File: src/rtl/uart_rx_fifo_pkg.sv
// Shared types and constants for the UART receiver and its receive buffer.
package uart_rx_fifo_pkg;

  localparam int unsigned FifoDepth = 4;
  localparam int unsigned DataWidth = 8;

  typedef enum logic [1:0] {
    StIdle,
    StStart,
    StData,
    StStop
  } rx_state_e;

endpackage

File: src/rtl/uart_rx_fifo_rx_fifo.sv
// First-word-fall-through receive buffer with wrap-around pointers and an occupancy count.
// A push into a full buffer is dropped unless a pop frees the head in the same cycle.
module rx_fifo
  import uart_rx_fifo_pkg::*;
#(
  parameter int unsigned Depth = FifoDepth
) (
  input  logic                 clk_i,
  input  logic                 rst_i,
  input  logic                 push_i,
  input  logic [DataWidth-1:0] data_i,
  input  logic                 pop_i,
  output logic [DataWidth-1:0] data_o,
  output logic                 valid_o,
  output logic                 overflow_o
);

  localparam int unsigned PtrW = (Depth > 1) ? $clog2(Depth) : 1;
  localparam int unsigned CntW = $clog2(Depth + 1);

  logic [DataWidth-1:0] mem_q [Depth];
  logic [PtrW-1:0]      wr_ptr_q, rd_ptr_q;
  logic [CntW-1:0]      count_q, count_d;
  logic                 empty, full, do_push, do_pop;

  function automatic logic [PtrW-1:0] ptr_inc(input logic [PtrW-1:0] p);
    return (p == PtrW'(Depth - 1)) ? '0 : p + PtrW'(1);
  endfunction

  assign empty   = (count_q == '0);
  assign full    = (count_q == CntW'(Depth));
  assign do_pop  = pop_i && !empty;
  // A simultaneous pop makes room, so a full buffer still accepts the push.
  assign do_push = push_i && (!full || do_pop);

  assign overflow_o = push_i && !do_push;
  assign valid_o    = !empty;
  assign data_o     = empty ? '0 : mem_q[rd_ptr_q];

  always_comb begin
    count_d = count_q;
    if (do_push && !do_pop) begin
      count_d = count_q + CntW'(1);
    end else if (do_pop && !do_push) begin
      count_d = count_q - CntW'(1);
    end
  end

  always_ff @(posedge clk_i) begin
    if (rst_i) begin
      wr_ptr_q <= '0;
      rd_ptr_q <= '0;
      count_q  <= '0;
    end else begin
      if (do_push) wr_ptr_q <= ptr_inc(wr_ptr_q);
      if (do_pop)  rd_ptr_q <= ptr_inc(rd_ptr_q);
      count_q <= count_d;
    end
  end

  always_ff @(posedge clk_i) begin
    if (do_push) mem_q[wr_ptr_q] <= data_i;
  end

endmodule

File: src/rtl/uart_rx_fifo.sv
// 8N1 UART receiver feeding a receive buffer with sticky overrun / framing-error flags.
// Define UART_RX_FIFO_EN for a 4-entry FIFO; otherwise a single holding register is used.
module uart_rx_fifo
  import uart_rx_fifo_pkg::*;
#(
  parameter int unsigned CLK_FREQ_HZ = 10000000,
  parameter int unsigned BAUD_RATE   = 115200
) (
  input  logic                 clk,
  input  logic                 reset,
  input  logic                 rxd,
  input  logic                 rd_en,
  input  logic                 err_clr,
  output logic [DataWidth-1:0] rd_data,
  output logic                 rx_valid,
  output logic                 overrun,
  output logic                 frame_err
);

  localparam int unsigned CLKS_PER_BIT = CLK_FREQ_HZ / BAUD_RATE;
  localparam int unsigned CntW         = (CLKS_PER_BIT > 1) ? $clog2(CLKS_PER_BIT) : 1;
  localparam int unsigned IdxW         = $clog2(DataWidth);
  localparam logic [CntW-1:0] HalfCnt  = CntW'(CLKS_PER_BIT / 2 - 1);
  localparam logic [CntW-1:0] FullCnt  = CntW'(CLKS_PER_BIT - 1);

`ifdef UART_RX_FIFO_EN
  localparam int unsigned BufDepth = FifoDepth;
`else
  localparam int unsigned BufDepth = 1;
`endif

  logic [1:0]           sync_q;
  logic                 rxd_s;
  rx_state_e            state_q;
  logic [CntW-1:0]      cnt_q;
  logic [IdxW-1:0]      bit_idx_q;
  logic [DataWidth-1:0] shift_q;
  logic                 stop_tick, push, frame_evt, fifo_overflow;

  always_ff @(posedge clk) begin
    if (reset) sync_q <= 2'b11;
    else       sync_q <= {sync_q[0], rxd};
  end

  assign rxd_s = sync_q[1];

  // Stop-bit sample cycle: the byte is pushed (or rejected) at the end of this cycle.
  assign stop_tick = (state_q == StStop) && (cnt_q == FullCnt);
  assign push      = stop_tick && rxd_s;
  assign frame_evt = stop_tick && !rxd_s;

  always_ff @(posedge clk) begin
    if (reset) begin
      state_q   <= StIdle;
      cnt_q     <= '0;
      bit_idx_q <= '0;
      shift_q   <= '0;
    end else begin
      case (state_q)
        StIdle: begin
          cnt_q <= '0;
          if (!rxd_s) state_q <= StStart;
        end
        StStart: begin
          if (cnt_q == HalfCnt) begin
            cnt_q     <= '0;
            bit_idx_q <= '0;
            state_q   <= rxd_s ? StIdle : StData;
          end else begin
            cnt_q <= cnt_q + CntW'(1);
          end
        end
        StData: begin
          if (cnt_q == FullCnt) begin
            cnt_q   <= '0;
            shift_q <= {rxd_s, shift_q[DataWidth-1:1]};
            if (bit_idx_q == IdxW'(DataWidth - 1)) state_q <= StStop;
            else bit_idx_q <= bit_idx_q + IdxW'(1);
          end else begin
            cnt_q <= cnt_q + CntW'(1);
          end
        end
        StStop: begin
          if (cnt_q == FullCnt) begin
            cnt_q   <= '0;
            state_q <= StIdle;
          end else begin
            cnt_q <= cnt_q + CntW'(1);
          end
        end
        default: state_q <= StIdle;
      endcase
    end
  end

  // A set event takes priority over a coincident clear.
  always_ff @(posedge clk) begin
    if (reset) begin
      overrun   <= 1'b0;
      frame_err <= 1'b0;
    end else begin
      if (fifo_overflow) overrun <= 1'b1;
      else if (err_clr)  overrun <= 1'b0;
      if (frame_evt)     frame_err <= 1'b1;
      else if (err_clr)  frame_err <= 1'b0;
    end
  end

  rx_fifo #(
    .Depth(BufDepth)
  ) u_rx_fifo (
    .clk_i     (clk),
    .rst_i     (reset),
    .push_i    (push),
    .data_i    (shift_q),
    .pop_i     (rd_en),
    .data_o    (rd_data),
    .valid_o   (rx_valid),
    .overflow_o(fifo_overflow)
  );

endmodule
File: config.mk
export PLATFORM = sky130hd
export DESIGN_NAME = uart_rx_fifo
export DESIGN_NICKNAME = d
export VERILOG_FILES = /design/src/rtl/uart_rx_fifo_pkg.sv /design/src/rtl/uart_rx_fifo_rx_fifo.sv /design/src/rtl/uart_rx_fifo.sv
export SDC_FILE = /design/constraint.sdc
export NUM_CORES = 1
export LEC_CHECK = 0
export CORE_ASPECT_RATIO = 0.75
export CORE_MARGIN = 10
export CORE_UTILIZATION = 45
export DETAILED_ROUTE_END_ITERATION = 10
export MAX_ROUTING_LAYER = met4
export PLACE_DENSITY_LB_ADDON = 0.25
export SYNTH_ARGS = -nofsm -noshare
export SYNTH_HDL_FRONTEND = slang
export SYNTH_HIERARCHICAL = 1
export SYNTH_SLANG_ARGS = --single-unit
File: constraint.sdc
create_clock -name clk -period 2.2 [get_ports clk]
set_input_delay 0.44 -clock clk [delete_from_list [all_inputs] [get_ports clk]]
set_output_delay 0.44 -clock clk [all_outputs]
set_load 0.01 [all_outputs]
==> results.sh <==
export IMPL_status="finished, final reports clean"
export IMPL_proportion_of_register_bits_with_asynchronous_set_or_reset_after_synthesis_pct=0
export IMPL_synth_cells=146
export IMPL_clock_pin_slew_worst_setup_and_hold_paths_ps=70
export IMPL_drt_drc=0
export IMPL_post_route_cells_drive_above_1_share_pct=13.9
export IMPL_clock_skew_final_ps=5.32
export IMPL_power_per_cell_area_nw_per_um2=659
export IMPL_ctsHtreeMaxLevel=2
export IMPL_syn_to_final_growth_pct=19.0
export IMPL_netlist_area_um2=1530
export IMPL_cts_tree="done"
export IMPL_wire_length_of_the_first_global_routing_pass_um=5020
export IMPL_synth_seq_area_share_pct=48.5
export IMPL_clock_insertion_delay_worst_skew_ps=280
export IMPL_grt_start_max_net_pins=18
export IMPL_synth_warning_count=6
export IMPL_fillerInstances=304
export IMPL_vias_in_the_first_global_route=1094
export IMPL_slew_headroom_pct=64.4
export IMPL_vdd_drop_max_mv=0.416
export IMPL_final_period_utilization_pct=86.9
export IMPL_synth_edf_count=8
export IMPL_cts_hold_fix_buffers=0
export IMPL_grt_overflow_total=0
export IMPL_footprint_of_the_multi_input_gates_um2=733
export IMPL_crit_path_launch_type="register"
export IMPL_route_detailed_wl_per_inst_um=14.1
export IMPL_fin_tns_setup_ps=0
export IMPL_max_clock_path_buffers=2
export IMPL_start_util_pct=46.5
export IMPL_yosysTopAreaCell="dfxtp_1"
export IMPL_post_route_cell_area_um2=1820
export IMPL_final_setup_viol_count=0
export IMPL_static_leakage_power_nw=0.701
export IMPL_postRouteAntennaNets=0
export IMPL_crit_path_max_fanout=10
export IMPL_worst_slew_pin_slew_ps=531
export IMPL_seq_area_um2=741
export IMPL_n_antenna_cell=0
export IMPL_die_area_um2=6150
export IMPL_worst_ep_arrival_time_ps=1470
export IMPL_rows=18
export IMPL_min_path_type="reg2reg"
export IMPL_yosys_top_cells_area="dfxtp_1 33%, edfxtp_1 16%, mux2i_1 5.2%"
export IMPL_totalWireLength_um=2880
export IMPL_postSynthNetCount=156
export IMPL_io_count=16
export IMPL_combinational_family_with_the_most_area_after_synthesis="simple AND/OR/NAND/NOR gates"
export IMPL_timing_final_crit_period_ps=1910
export IMPL_layout_nets=174
export IMPL_synth_most_common_cell="dfxtp_1"
export IMPL_yosysUniqueCellTypes=39
export IMPL_fin_total_pwr_mw=1.20
export IMPL_die_width_um=87.3
export IMPL_most_numerous_cell_types_in_the_synthesized_netlist="25 x dfxtp_1, 12 x nand2b_1"
export IMPL_crit_path_end_kind="output port"
export IMPL_cts_resized=0
export IMPL_critPathKind="reg2out"
export IMPL_clkSinkCount=33
export IMPL_fmaxAchievable_ghz=0.523
export IMPL_globalplace_congestion=0.859
export IMPL_synth_compound_gate_area_share_pct=9.99
export IMPL_drt_pre_antenna_iters=4
export IMPL_synth_adder_area_share_pct=4.10
export IMPL_grt_use_total_pct=10.3
export IMPL_routed_via_count=1100
export IMPL_cts_setup_buffers=0
export IMPL_cp_data_required_time_ps=1760
export IMPL_ys_seq_elements=33
export IMPL_cts_root_buffer="clkbuf_8"
export IMPL_hold_violations=0
export IMPL_detailed_place_area_um2=1710
export IMPL_cap_viol_max_count=0
export IMPL_dieHeight_um=70.5
export IMPL_initialDrtViolationCount=93
export IMPL_number_of_antenna_violations_at_the_first_check_in_global_routing=0
export IMPL_timing_final_max_slew_violations=0
export IMPL_cts_inserted_buffers=5
export IMPL_post_synth_xor_area_fraction_pct=1.72
export IMPL_rsz_0062_raised_after_global_routing="no"
export IMPL_input_output_buffers=15
export IMPL_dpl_hpwl_um=2170
export IMPL_post_drt_via_cell_ratio=5.37
export IMPL_yosys_area_share_simple_pct=26.9
export IMPL_synthesis_area_per_instance_um2=10.5
export IMPL_core_area_um2=3290
export IMPL_synth_mux_area_fraction_pct=5.24
export IMPL_synth_main_ff_cell="dfxtp_1"
export IMPL_synth_top_area_share_pct=32.8
kinds of logic after synthesis:
family	Yosys count
compound gates	25
xor+xnor	3
fa+ha+maj	5
buf+inv	12
flops	33
mux	8
simple gates	60
sequential cells by signal, indices dropped and copies added, names as in the netlist, named ones only:
| signal | flops |
|---|---|
| u_rx_fifo/valid_o | 1 |
| cnt_q | 7 |
| shift_q | 8 |
| bit_idx_q | 3 |
| sync_q | 2 |
| state_q | 1 |
| frame_err | 1 |
| u_rx_fifo/mem_q | 8 |
| overrun | 1 |
where the power goes:
group / switching [mW] / leakage (nW) / internal, mW
Clock: 0.209 / 0.0528 / 0.334
Sequential: 0.00509 / 0.295 / 0.621
Combinational: 0.0122 / 0.354 / 0.0173
Total: 0.226 / 0.701 / 0.972
critical path: stages (launching register included):
cell and delay [ps]:
dfxtp_1 450, and2_2 190, clkdlybuf4s50_1 540
area by class of cell:
class | count | area share, %
multi-input cells | 101 | 40.3
inverters | 6 | 1.24
flip-flops and latches | 33 | 40.7
well taps | 40 | 2.75
repair buffers | 17 | 9.08
clock inverters | 2 | 1.86
clock buffers | 6 | 3.99
metal layers:
metal	routed length, um	GRT usage [%]	share of wire [%]	up-vias
met3	217	4.87	7.5	3
met4	21	2.12	0.73	0
met1	1310	12.4	46	520
li1	-	-	-	554
met5	0	-	0	-
met2	1330	15.2	46	23
stage by stage:
step	instances	worst slack, ps	hold WS [ps]	utilization, %
6_report	205	288	426	55.3
4_1_cts	205	261	426	55.3
3_5_place_dp	197	364	400	52.1
2_1_floorplan	146	590	389	-
5_1_grt	205	180	433	55.3
3_3_place_gp	197	433	401	52.1
cell usage in the layout, fill, tap and decap left out, drive strengths merged:
cell,n
dfxtp,25
clkdlybuf4s50,15
nand2b,13
and2,9
a21oi,8
mux2i,8
edfxtp,8
o21ai,8
inv,6
clkbuf,6
nor2,5
ha,5
nand3b,4
nor3b,4
nand4b,4
nor3,3
nand3,3
or2,3
nand2,3
or3,3
o221ai,2
a31oi,2
a22oi,2
xor2,2
buf,2
and3,1
or4b,1
and4b,1
and3b,1
nand4bb,1
nor2b,1
o22a,1
o32ai,1
a22o,1
xnor2,1
clkinv,1
bufinv,1
path summary, 6_finish.rpt:
path	depth (start not counted)	slack, ps	from	endpoint
setup reg to reg	5	420	cnt_q[0]	u_rx_fifo/mem_q[0][4]
hold / removal	1	430	sync_q[0]	sync_q[1]
setup / recovery	2	290	u_rx_fifo/valid_o	rd_data[2]
hold reg to reg	1	430	sync_q[0]	sync_q[1]
(Power assumes the default switching activity.)
